==> src/rtl/alu_result_display.sv <==
// -----------------------------------------------------------------------------
// alu_result_display
//   Display-side consumer of the ALU result bus. On a load strobe it captures
//   the decimal tens/units digits and the zero/error flags, then drives a
//   time-multiplexed 2-digit common-cathode 7-segment display. The tens digit
//   is blanked when it is zero. An error result shows a blinking "EE".
//
// Parameters
//   REFRESH_DIV : clk cycles each digit slot is lit (>= 2)
//   BLINK_DIV   : digit slots per blink half-period in error mode (>= 1)
//
// Ports
//   clk       in   1  clock, rising edge
//   reset     in   1  asynchronous, active-high reset
//   load      in   1  capture strobe, sampled every rising edge
//   dec_bin   in   4  tens digit (0-9 valid)
//   unis_bin  in   4  units digit (0-9 valid)
//   zero      in   1  result-is-zero flag
//   error     in   1  error flag
//   seg       out  7  segments, active-high, seg[0]=a .. seg[6]=g
//   dig_en    out  2  digit enables, [0]=units, [1]=tens, never both set
//   zero_led  out  1  captured zero flag
//   err_led   out  1  captured error flag
// -----------------------------------------------------------------------------
module alu_result_display #(
    parameter int REFRESH_DIV = 1000,
    parameter int BLINK_DIV   = 64
) (
    input  logic       clk,
    input  logic       reset,
    input  logic       load,
    input  logic [3:0] dec_bin,
    input  logic [3:0] unis_bin,
    input  logic       zero,
    input  logic       error,
    output logic [6:0] seg,
    output logic [1:0] dig_en,
    output logic       zero_led,
    output logic       err_led
);

    localparam int RW = $clog2(REFRESH_DIV);
    // A one-slot blink period still needs a one-bit counter to exist.
    localparam int BW = (BLINK_DIV > 1) ? $clog2(BLINK_DIV) : 1;
    localparam logic [RW-1:0] REFRESH_LAST = RW'(REFRESH_DIV - 1);
    localparam logic [BW-1:0] BLINK_LAST   = BW'(BLINK_DIV - 1);

    localparam logic [6:0] SEG_E    = 7'b1111001;
    localparam logic [6:0] SEG_DARK = 7'b0000000;

    typedef enum logic [1:0] {
        ST_BLANK = 2'd0,
        ST_UNITS = 2'd1,
        ST_TENS  = 2'd2
    } state_t;

    state_t          state_r;
    logic [RW-1:0]   refresh_cnt_r;
    logic [BW-1:0]   blink_cnt_r;
    logic            blink_on_r;
    logic [3:0]      units_r;
    logic [3:0]      tens_r;
    logic            slot_toggle_s;
    logic [6:0]      seg_next_s;
    logic [1:0]      dig_en_next_s;

    // BCD digit to segment pattern; out-of-range codes show a dash.
    function automatic logic [6:0] decode_digit(input logic [3:0] digit);
        logic [6:0] pattern;
        case (digit)
            4'd0:    pattern = 7'b0111111;
            4'd1:    pattern = 7'b0000110;
            4'd2:    pattern = 7'b1011011;
            4'd3:    pattern = 7'b1001111;
            4'd4:    pattern = 7'b1100110;
            4'd5:    pattern = 7'b1101101;
            4'd6:    pattern = 7'b1111101;
            4'd7:    pattern = 7'b0000111;
            4'd8:    pattern = 7'b1111111;
            4'd9:    pattern = 7'b1101111;
            default: pattern = 7'b1000000;
        endcase
        return pattern;
    endfunction

    // The slot flips on the last refresh count; never in BLANK.
    assign slot_toggle_s = (state_r != ST_BLANK) && (refresh_cnt_r == REFRESH_LAST);

    // Slot FSM and refresh counter.
    always_ff @(posedge clk or posedge reset) begin
        if (reset) begin
            state_r       <= ST_BLANK;
            refresh_cnt_r <= {RW{1'b0}};
        end else begin
            case (state_r)
                ST_BLANK: begin
                    refresh_cnt_r <= {RW{1'b0}};
                    if (load) begin
                        state_r <= ST_UNITS;
                    end else begin
                        state_r <= ST_BLANK;
                    end
                end
                ST_UNITS: begin
                    if (slot_toggle_s) begin
                        state_r       <= ST_TENS;
                        refresh_cnt_r <= {RW{1'b0}};
                    end else begin
                        refresh_cnt_r <= refresh_cnt_r + RW'(1);
                    end
                end
                ST_TENS: begin
                    if (slot_toggle_s) begin
                        state_r       <= ST_UNITS;
                        refresh_cnt_r <= {RW{1'b0}};
                    end else begin
                        refresh_cnt_r <= refresh_cnt_r + RW'(1);
                    end
                end
                default: begin
                    state_r       <= ST_BLANK;
                    refresh_cnt_r <= {RW{1'b0}};
                end
            endcase
        end
    end

    // Result capture on the load strobe.
    always_ff @(posedge clk or posedge reset) begin
        if (reset) begin
            units_r  <= 4'd0;
            tens_r   <= 4'd0;
            zero_led <= 1'b0;
            err_led  <= 1'b0;
        end else if (load) begin
            units_r  <= unis_bin;
            tens_r   <= dec_bin;
            zero_led <= zero;
            err_led  <= error;
        end
    end

    // Blink phase: counts slot toggles while an error is displayed; a load
    // restarts the phase so a fresh error always begins visible.
    always_ff @(posedge clk or posedge reset) begin
        if (reset) begin
            blink_cnt_r <= {BW{1'b0}};
            blink_on_r  <= 1'b1;
        end else if (load || !err_led) begin
            blink_cnt_r <= {BW{1'b0}};
            blink_on_r  <= 1'b1;
        end else if (slot_toggle_s) begin
            if (blink_cnt_r == BLINK_LAST) begin
                blink_cnt_r <= {BW{1'b0}};
                blink_on_r  <= ~blink_on_r;
            end else begin
                blink_cnt_r <= blink_cnt_r + BW'(1);
            end
        end
    end

    // Next display pattern from the captured state.
    always_comb begin
        seg_next_s    = SEG_DARK;
        dig_en_next_s = 2'b00;
        case (state_r)
            ST_BLANK: begin
                seg_next_s    = SEG_DARK;
                dig_en_next_s = 2'b00;
            end
            ST_UNITS: begin
                if (err_led) begin
                    seg_next_s    = blink_on_r ? SEG_E : SEG_DARK;
                    dig_en_next_s = blink_on_r ? 2'b01 : 2'b00;
                end else begin
                    seg_next_s    = decode_digit(units_r);
                    dig_en_next_s = 2'b01;
                end
            end
            ST_TENS: begin
                if (err_led) begin
                    seg_next_s    = blink_on_r ? SEG_E : SEG_DARK;
                    dig_en_next_s = blink_on_r ? 2'b10 : 2'b00;
                end else if (tens_r == 4'd0) begin
                    seg_next_s    = SEG_DARK;
                    dig_en_next_s = 2'b00;
                end else begin
                    seg_next_s    = decode_digit(tens_r);
                    dig_en_next_s = 2'b10;
                end
            end
            default: begin
                seg_next_s    = SEG_DARK;
                dig_en_next_s = 2'b00;
            end
        endcase
    end

    // Registered segment and digit-enable outputs.
    always_ff @(posedge clk or posedge reset) begin
        if (reset) begin
            seg    <= 7'd0;
            dig_en <= 2'b00;
        end else begin
            seg    <= seg_next_s;
            dig_en <= dig_en_next_s;
        end
    end

endmodule

==> config.mk <==
export PLATFORM = sky130hd
export DESIGN_NAME = alu_result_display
export DESIGN_NICKNAME = d
export VERILOG_FILES = /design/src/rtl/alu_result_display.sv
export SDC_FILE = /design/constraint.sdc
export NUM_CORES = 1
export LEC_CHECK = 0
export CORE_MARGIN = 2
export CORE_UTILIZATION = 60
export DETAILED_ROUTE_END_ITERATION = 8
export PLACE_DENSITY = 0.85
export SLEW_MARGIN = 40
export SYNTH_ARGS = -nofsm -noshare
export SYNTH_HDL_FRONTEND = slang
export SYNTH_SLANG_ARGS = --single-unit
==> constraint.sdc <==
create_clock -name clk -period 2.9 [get_ports clk]
set_clock_uncertainty 0.15 [all_clocks]
set_input_delay 0.435 -clock clk [delete_from_list [all_inputs] [get_ports clk]]
set_output_delay 0.435 -clock clk [all_outputs]
set_load 0.005 [all_outputs]
# [Word-level counts from Yosys, hierarchy flattened]
# Memory sizes are Yosys's and may differ from the RTL's.
# Index checks and enable logic that the tools add are counted.
[word_totals] out_inout_bits=11 ff_bits=38 n_memories=2 ram_bits=0 in_bits=13 word_cells=55 latchBits=0 mem_bits_ro=224
[mem_list] name="(no name shown)" words=16 width=7 rd=1 rd_ports_with_merged_regs=0 write_ports=0 line_no="70" source="case (digit)"
[mem_list] name="(no name shown)" words=16 width=7 rd=1 rd_ports_with_merged_regs=0 write_ports=0 line_no="70"
[op_classes] eq_ne=6 n_mux=23 multipliers=0 n_lt_le_gt_ge=0 n_shift=0 n_div=0 n_bitwise=1 add_sub_neg=2 n_reduce_logical=11
[op_table] cell="$mux 7" count=4
[op_table] cell="$mux 10" count=2
[op_table] cell="$mux 6" count=3
[op_table] cell="$pmux 7 s2" count=1
[op_table] cell="$add 10x1->10 const B" count=1
[op_table] cell="$eq 10x10->1 const B" count=1
[op_table] cell="$mux 2" count=5
[op_table] cell="$add 6x1->6 const B" count=1
[op_table] cell="$eq 6x6->1 const B" count=1
[op_table] cell="$mux 1" count=6
[op_table] cell="$pmux 2 s3" count=1
[op_table] cell="$reduce_bool 2->1" count=3
[op_table] cell="$logic_not 4->1" count=1
[op_table] cell="$ne 2x2->1 const B" count=2
[op_table] cell="$pmux 2 s2" count=1
[op_table] cell="$reduce_and 2->1" count=2
[op_table] cell="$eq 2x1->1 const B" count=1
[op_table] cell="$eq 2x2->1 const B" count=1
[op_table] cell="$logic_not 2->1" count=1
[op_table] cell="$reduce_or 2->1" count=1
[op_table] cell="$logic_and 1x1->1" count=1
[op_table] cell="$logic_not 1->1" count=1
[op_table] cell="$logic_or 1x1->1" count=1
[op_table] cell="$not 1->1" count=1

# [Depth between registers and ports, before layout]
# Gate-level depths: netlist of run 1.
[depth] ltp_word=4 depth_mapped=6 ltp_nobuf=6

# [Least setup slack after synthesis of run 1]
# Ideal clock, no wire load.
[synth_path] path_type="register to register" from="register state_r[0]" to="register blink_cnt_r[3]" path_buffers=0 required_time_ns=2.630 path_stages_with_launch=7 period_less_slack_ns=1.974 setup_ns=0.120 slack_ns=0.926 arrival_ns=1.703 path_cell_list="dfrtp_1 -> inv_1 -> ha_1 -> or4b_4 -> nor3_4 -> o21ai_1 -> a41o_1"
[synth_via] elab_chain_len=3
[synth_lines] item="start: declaration" line_no="57" source="state_t state_r;"
[synth_lines] item="start signal: assignment" line_no="92" source="state_r <= ST_BLANK;"
[synth_lines] item="start signal: assignment" line_no="99" source="state_r <= ST_UNITS;"
[synth_lines] item="start signal: assignment" line_no="101" source="state_r <= ST_BLANK;"
[synth_lines] item="$reduce_bool 2->1" line_no="87" source="assign slot_toggle_s = (state_r != ST_BLANK) && (refresh_cnt_r == REFRESH_LAST);"
[synth_lines] item="$logic_and 1x1->1" line_no="87"
[synth_lines] item="$reduce_bool 2->1 (no source line)"
[synth_lines] item="end signal: assignment" line_no="147" source="blink_cnt_r <= {BW{1'b0}};"
[synth_lines] item="end signal: assignment" line_no="150" source="blink_cnt_r <= {BW{1'b0}};"
[synth_lines] item="end signal: assignment" line_no="154" source="blink_cnt_r <= {BW{1'b0}};"
[synth_lines] item="end: declaration" line_no="59" source="logic [BW-1:0] blink_cnt_r;"
# No other way between the ends.
# A chain may end at the register's enable or synchronous reset.

# [Worst setup path after layout of run 1]
[layout_path] from="register err_led" to="output err_led"
[layout_lines] item="start: declaration" line_no="39" source="output logic err_led"
[layout_lines] item="start signal: assignment" line_no="139" source="err_led <= error;"
# No word-level cell between the ends.

==> flow_metrics.tcl, run 1 <==
set metrics [dict create \
    status "finished clean" \
    cpMaxStageDelayCell "dfrtp_1" \
    cts-resized-gates 0 \
    ir_drop_uv 418 \
    dieHeight_um 63.4 \
    critPathLaunchType "register" \
    ys_ff_latch 38 \
    grt_first_pass_wirelength_um 6820 \
    clockBufferDepth 2 \
    critPathMaxStageDelay_ns 0.63 \
    grt_pass1_vias 1469 \
    cts_tree "done" \
    die-area_um2 4020 \
    start_util_pct 62.9 \
    drc 0 \
    yosys.area.top_type "dfrtp_1" \
    worst-path-max-fanout 15 \
    wl_per_cell_um 13.6 \
    critPathCaptureType "output port" \
    antenna_cells 0 \
    areaGrowthSynthToFinish_pct 15.2 \
    synth_area_um2 2110 \
    cp.arrival_ns 1.56 \
    rows 21 \
    power.density_nw_per_um2 508 \
    ys_seq_area_share_pct 45.0 \
    period_share_pct 73.9 \
    fin_nets 268 \
    setup-tns-final_ns 0 \
    post_cts_buffers 0 \
    numPlacedInstances 279 \
    fmax_ghz 0.467 \
    gp_congestion 0.850 \
    async_flop_share_pct 100 \
    holdBufCountCts 0 \
    synth.avg_cell_area_um2 9.74 \
    final_cells 287 \
    vias_per_cell 5.61 \
    leakagePower_nw 1.09 \
    synth.area.top_cells "dfrtp_1, ha_1, nand2_1" \
    grt.overflow.total 0 \
    vias 1611 \
    insertion_delay_ns 0.35 \
    grt_max_degree 39 \
    period_minus_slack_ns 2.14 \
    critPathKind "register to output port" \
    synth_top_area_share_pct 43.8 \
    worst_slack_ns 0.757 \
    die_x_um 63.4 \
    synth_top_flop_cell "dfrtp_1" \
    synth.distinct_cells 49 \
    core_um2 3360 \
    ios 24 \
    drt-initial-drc-count 142 \
    synth_nets 245 \
    hold_violations 0 \
    rsz0062_at_grt "no" \
    numClockSinks 38 \
    grtUsageTotal_pct 21.5 \
    drt_first_pass_iters 4 \
    synth_edf_count 0 \
    cp_num_buf_inv 1 \
    post-place-ws_ns 0.792 \
    slew_headroom_pct 69.5 \
    worstRegToRegCells 6 \
    final_util_pct 72.4 \
    port_buffers 23 \
    antenna_found_initial 0 \
    hpwl_um 2920 \
    maxSlewViolCount 0 \
    reg2reg_to "blink_cnt_r[3]" \
    critical-path-top-delay-family "flip-flops" \
    h-tree-depth 2 \
    setup_viol 0 \
    drive_above_1_share_pct 9.13 \
    min_path_type "input pin to asynchronous set/reset pin" \
    path_clk_slew_ns 0.11 \
    routed_wl_um 3890 \
    yosys_warnings 0 \
    tightest_slew_ns 0.457 \
    max_cap_violations 0 \
    antenna_left 0 \
    fillers 269 \
    cts_buffers 5 \
    crit_required_ns 2.32 \
    postSynthCellCount 217 \
    ctsRootBufferMaster "clkbuf_4" \
    reg2reg_slack_ns 0.77 \
    r2r_start "state_r[0]" \
    cp_cell_sequence "clkdlybuf4s50_1" \
]
cell type report:
| class | count | area (um2) | area share [%] |
|---|---|---|---|
| inverters | 11 | 41.3 | 1.69 |
| well taps | 46 | 57.6 | 2.36 |
| clock buffers | 7 | 55.1 | 2.26 |
| clock inverters | 1 | 5.00 | 0.205 |
| flip-flops and latches | 38 | 952 | 39.1 |
| multi-input cells | 159 | 1080 | 44.3 |
| repair buffers | 25 | 245 | 10.1 |
cell families (layout without fill, tap and decap cells):
family / count (synthesis) / in the layout / synth area share, %
XOR/XNOR: 8 / 8 / 3.31
AND/OR/NAND/NOR: 87 / 87 / 23.5
flip-flops: 38 / 38 / 45.0
multiplexers: 5 / 5 / 2.66
AO/OA/AOI/OAI: 44 / 44 / 12.7
buffers and inverters: 20 / 44 / 3.91
adder cells (fa/ha/maj): 15 / 15 / 8.88
worst max-delay path by stage:
stage                           from        endpoint  slack (ns)  depth (start not counted)
final                        err_led         err_led        0.76                          1
after global routing         err_led         err_led        0.67                          1
after CTS                    err_led         err_led        0.75                          1
after detailed placement  state_r[0]  blink_cnt_r[3]        0.79                          6
after global placement    state_r[0]  blink_cnt_r[3]        0.87                          6
after floorplan           state_r[0]  blink_cnt_r[3]        0.93                          6
routing by layer:
layer	vias up	global-route usage (%)	wire length [um]
li1	806	-	-
met3	6	6.79	207
met1	758	30.1	1850
met2	41	32.9	1800
met4	0	4.89	36
met5	-	0	0
power breakdown:
group | leakage [nW] | switching [mW] | internal, mW
logic | 0.549 | 0.156 | 0.157
registers | 0.501 | 0.0491 | 0.589
clock network | 0.0353 | 0.167 | 0.117
stage by stage:
| step | hold WS (ns) | power (mW) | instance area (um2) |
|---|---|---|---|
| after detailed placement | 0.306 | 0.964 | 2380 |
| final | 0.317 | 1.24 | 2440 |
| after floorplan | 0.283 | 0.832 | 2110 |
| after global placement | 0.304 | 0.946 | 2380 |
| after global routing | 0.342 | 1.33 | 2440 |
| after CTS | 0.321 | 1.24 | 2440 |
placed cells by master (no fill, tap or decap), types with 5 or more instances in the layout:
cell type        synthesis  layout
nand2b_1                 5       5
o21ai_0                  9       9
nand3_1                  5       5
nor3_1                   5       5
clkdlybuf4s50_1          0      23
nand2_1                 22      22
clkbuf_4                 0       5
o22ai_1                  5       5
and3_1                   5       5
a21oi_1                 14      14
inv_1                   11      11
nor2_1                  17      17
dfrtp_1                 37      37
ha_1                    15      15
synth_stat cells, drive strengths merged (2+ instances only):
master / count
xnor2: 4
clkbuf: 8
nor4: 2
nand2: 22
nor2: 17
and3: 5
and2: 4
or3: 2
nand3: 6
o21ai: 11
mux2: 5
xor2: 4
nand2b: 5
nand4: 4
a21oi: 14
nor3b: 3
nor2b: 3
a21boi: 2
ha: 15
nor4b: 2
inv: 11
dfrtp: 37
nor3: 7
o22ai: 5
a211oi: 3
sequential cells by signal, summed over array words and instances, names as in the netlist:
register,count
refresh_cnt_r,10
err_led,1
tens_r,4
dig_en,2
zero_led,1
units_r,4
blink_on_r,1
state_r,2
seg,7
blink_cnt_r,6
Note: power is estimated with default switching activity, not from simulation.
==> run 2, diff against run 1 <==
--- a/config.mk
+++ b/config.mk
@@ -6,9 +6,9 @@
 export NUM_CORES = 1
 export LEC_CHECK = 0
 export CORE_MARGIN = 2
-export CORE_UTILIZATION = 60
+export CORE_UTILIZATION = 50
 export DETAILED_ROUTE_END_ITERATION = 8
-export PLACE_DENSITY = 0.85
+export PLACE_DENSITY = 0.76
 export SLEW_MARGIN = 40
 export SYNTH_ARGS = -nofsm -noshare
 export SYNTH_HDL_FRONTEND = slang
==> constraint.sdc (replaced) <==
create_clock -name clk -period 1.8 [get_ports clk]
set_clock_uncertainty 0.15 [all_clocks]
set_input_delay 0.27 -clock clk [delete_from_list [all_inputs] [get_ports clk]]
set_output_delay 0.27 -clock clk [all_outputs]
set_load 0.005 [all_outputs]
==> run 2 against run 1 <==
Compared with the run above:
- the run now ends with negative setup slack left
- critical endpoint is now blink_cnt_r[3]
- cell count is 9.1% higher
- power is 82% higher
- worst setup slack worse by 0.85 ns
- sequential share of layout area is 4.0 points lower
- global-route usage is 3.3 points lower
- clock-buffer cell count stayed put
- hold slack worse by 0.17 ns
- wire length is 8.6% higher
- via count is 5.6% higher
- clock power is 93% higher
==> flow_metrics.tcl, run 2 (synthesized netlist as in run 1, its figures left out) <==
set metrics [dict create \
    status "finished with violations" \
    violations "negative setup slack" \
    multi_input_area_um2 1150 \
    slew_headroom_pct 73.7 \
    numClockSinks 38 \
    layout_common_cells "dfrtp_1, clkdlybuf4s50_1, buf_4" \
    p_seq_share_pct 45.1 \
    reg2reg_slack_ns -0.09 \
    drt_first_pass_iters 4 \
    reg_top3 "refresh_cnt_r x10, seg x7, blink_cnt_r x6" \
    die-area_um2 4770 \
    cpMaxStageDelayCell "or4b_4" \
    drive_above_1_share_pct 22.1 \
    max_cap_violations 0 \
    p_int_mw 1.59 \
    antenna_left 0 \
    wl_per_cell_um 13.5 \
    cp.arrival_ns 1.92 \
    cts_buffers 5 \
    antenna_found_initial 0 \
    grt.met3_usage_pct 4.97 \
    start_util_pct 52.5 \
    critical-path-top-delay-family "simple AND/OR/NAND/NOR gates" \
    hpwl_um 3150 \
    core_um2 4030 \
    cts_tree "done" \
    insertion_delay_ns 0.29 \
    fin_nets 291 \
    p_sw_mw 0.666 \
    grtUsageTotal_pct 18.2 \
    areaGrowthSynthToFinish_pct 28.3 \
    grt.overflow.total 0 \
    maxSlewViolCount 0 \
    worst-path-max-fanout 5 \
    clockBufferDepth 2 \
    swShare_pct 29.6 \
    gp_congestion 0.883 \
    cp_num_cells 6 \
    r2r_start "state_r[0]" \
    worstRegToRegCells 6 \
    cp_cell_sequence "inv_2, ha_4, or4b_4, nor3_4, o21ai_1, a41o_1" \
    holdBufCountCts 0 \
    die_x_um 69.0 \
    ctsRootBufferMaster "clkbuf_8" \
    drt-initial-drc-count 101 \
    place_area_um2 2520 \
    path_clk_slew_ns 0.07 \
    cp_num_buf_inv 1 \
    fillers 326 \
    critPathMaxStageDelay_ns 0.50 \
    setup-tns-final_ns -0.620 \
    period_minus_slack_ns 1.89 \
    regArea_um2 952 \
    period_share_pct 105 \
    fmax_ghz 0.529 \
    routed_wl_um 4230 \
    grt_pass1_vias 1614 \
    fin_area_um2 2710 \
    worst_slack_ns -0.0894 \
    rows 23 \
    vias_per_cell 5.44 \
    grt_busiest_layer "met2" \
    reg2reg_to "blink_cnt_r[3]" \
    hold_violations 0 \
    ios 24 \
    leakagePower_nw 1.21 \
    grt_max_degree 26 \
    grt_first_pass_wirelength_um 7130 \
    dieHeight_um 69.0 \
    vias 1702 \
    grtUsageMet2_pct 28.4 \
    ir_drop_uv 503 \
    largest_reg_flops 10 \
    layout_commonest_cell "dfrtp_1" \
    clock_power_share_pct 24.4 \
    critPathKind "register to register" \
    total_power_mw 2.25 \
    drc 0 \
    port_buffers 23 \
    use_met1_pct 25.2 \
    h-tree-depth 2 \
    setup_viol 9 \
    post-place-ws_ns -0.130 \
    power.density_nw_per_um2 831 \
    critPathCaptureType "register" \
    crit_required_ns 1.83 \
    min_path_type "input pin to asynchronous set/reset pin" \
    rsz0062_at_grt "yes" \
    top_register "refresh_cnt_r" \
    antenna_cells 0 \
    tightest_slew_ns 0.389 \
    p_comb_share_pct 30.5 \
    critPathLaunchType "register" \
]
[run 2: final cells by class]
cell class | count | area share, %
clock buffers | 7 | 2.81
flip-flops and latches | 38 | 35.1
multi-input cells | 159 | 42.6
repair buffers | 48 | 15.7
well taps | 50 | 2.31
inverters | 11 | 1.52
[run 2: routing by layer]
metal  part of all wire (%)  vias to the layer above  wire length (um)
met5                      0                        -                 0
met4                    1.2                        0                49
li1                       -                      848                 -
met2                     45                       42              1890
met3                    4.7                        5               197
met1                     49                      807              2090
[run 2: what timing repair did]
item,4_1_cts,5_1_grt
pin swaps,1,5
resized for setup,4,17
buffers inserted,1,4
setup endpoints to repair,7,15
hold endpoints to repair,0,0
[run 2: worst register-to-register path, delay by kind of cell (launching register included)]
family | cells | cell delay [ns]
AO/OA/AOI/OAI | 2 | 0.34
adder cells (fa/ha/maj) | 1 | 0.16
buffers and inverters | 1 | 0.06
flip-flops | 1 | 0.36
AND/OR/NAND/NOR | 2 | 0.71
[run 2: worst max path at each step]
stage / from / endpoint
after floorplan: state_r[0] / blink_cnt_r[3]
after global placement: state_r[0] / blink_cnt_r[3]
after detailed placement: state_r[1] / blink_cnt_r[3]
after CTS: state_r[0] / blink_cnt_r[3]
after global routing: state_r[0] / blink_cnt_r[3]
final: state_r[0] / blink_cnt_r[3]
[run 2: power groups by stage]
| stage | registers, mW | logic, mW | clock network [mW] |
|---|---|---|---|
| 3_5_place_dp | 1.03 | 0.569 | 0 |
| 2_1_floorplan | 1.02 | 0.326 | 0 |
| 4_1_cts | 1.01 | 0.597 | 0.564 |
| 3_3_place_gp | 1.02 | 0.561 | 0 |
| 6_report | 1.02 | 0.688 | 0.550 |
| 5_1_grt | 1.03 | 0.749 | 0.596 |
[run 2: through the flow]
stage	util [%]	hold slack (ns)	cells
detailed placement	62.5	0.307	301
finish	67.3	0.146	313
global placement	62.5	0.300	301
floorplan	-	0.238	217
global route	67.3	0.209	313
CTS	65.0	0.151	309
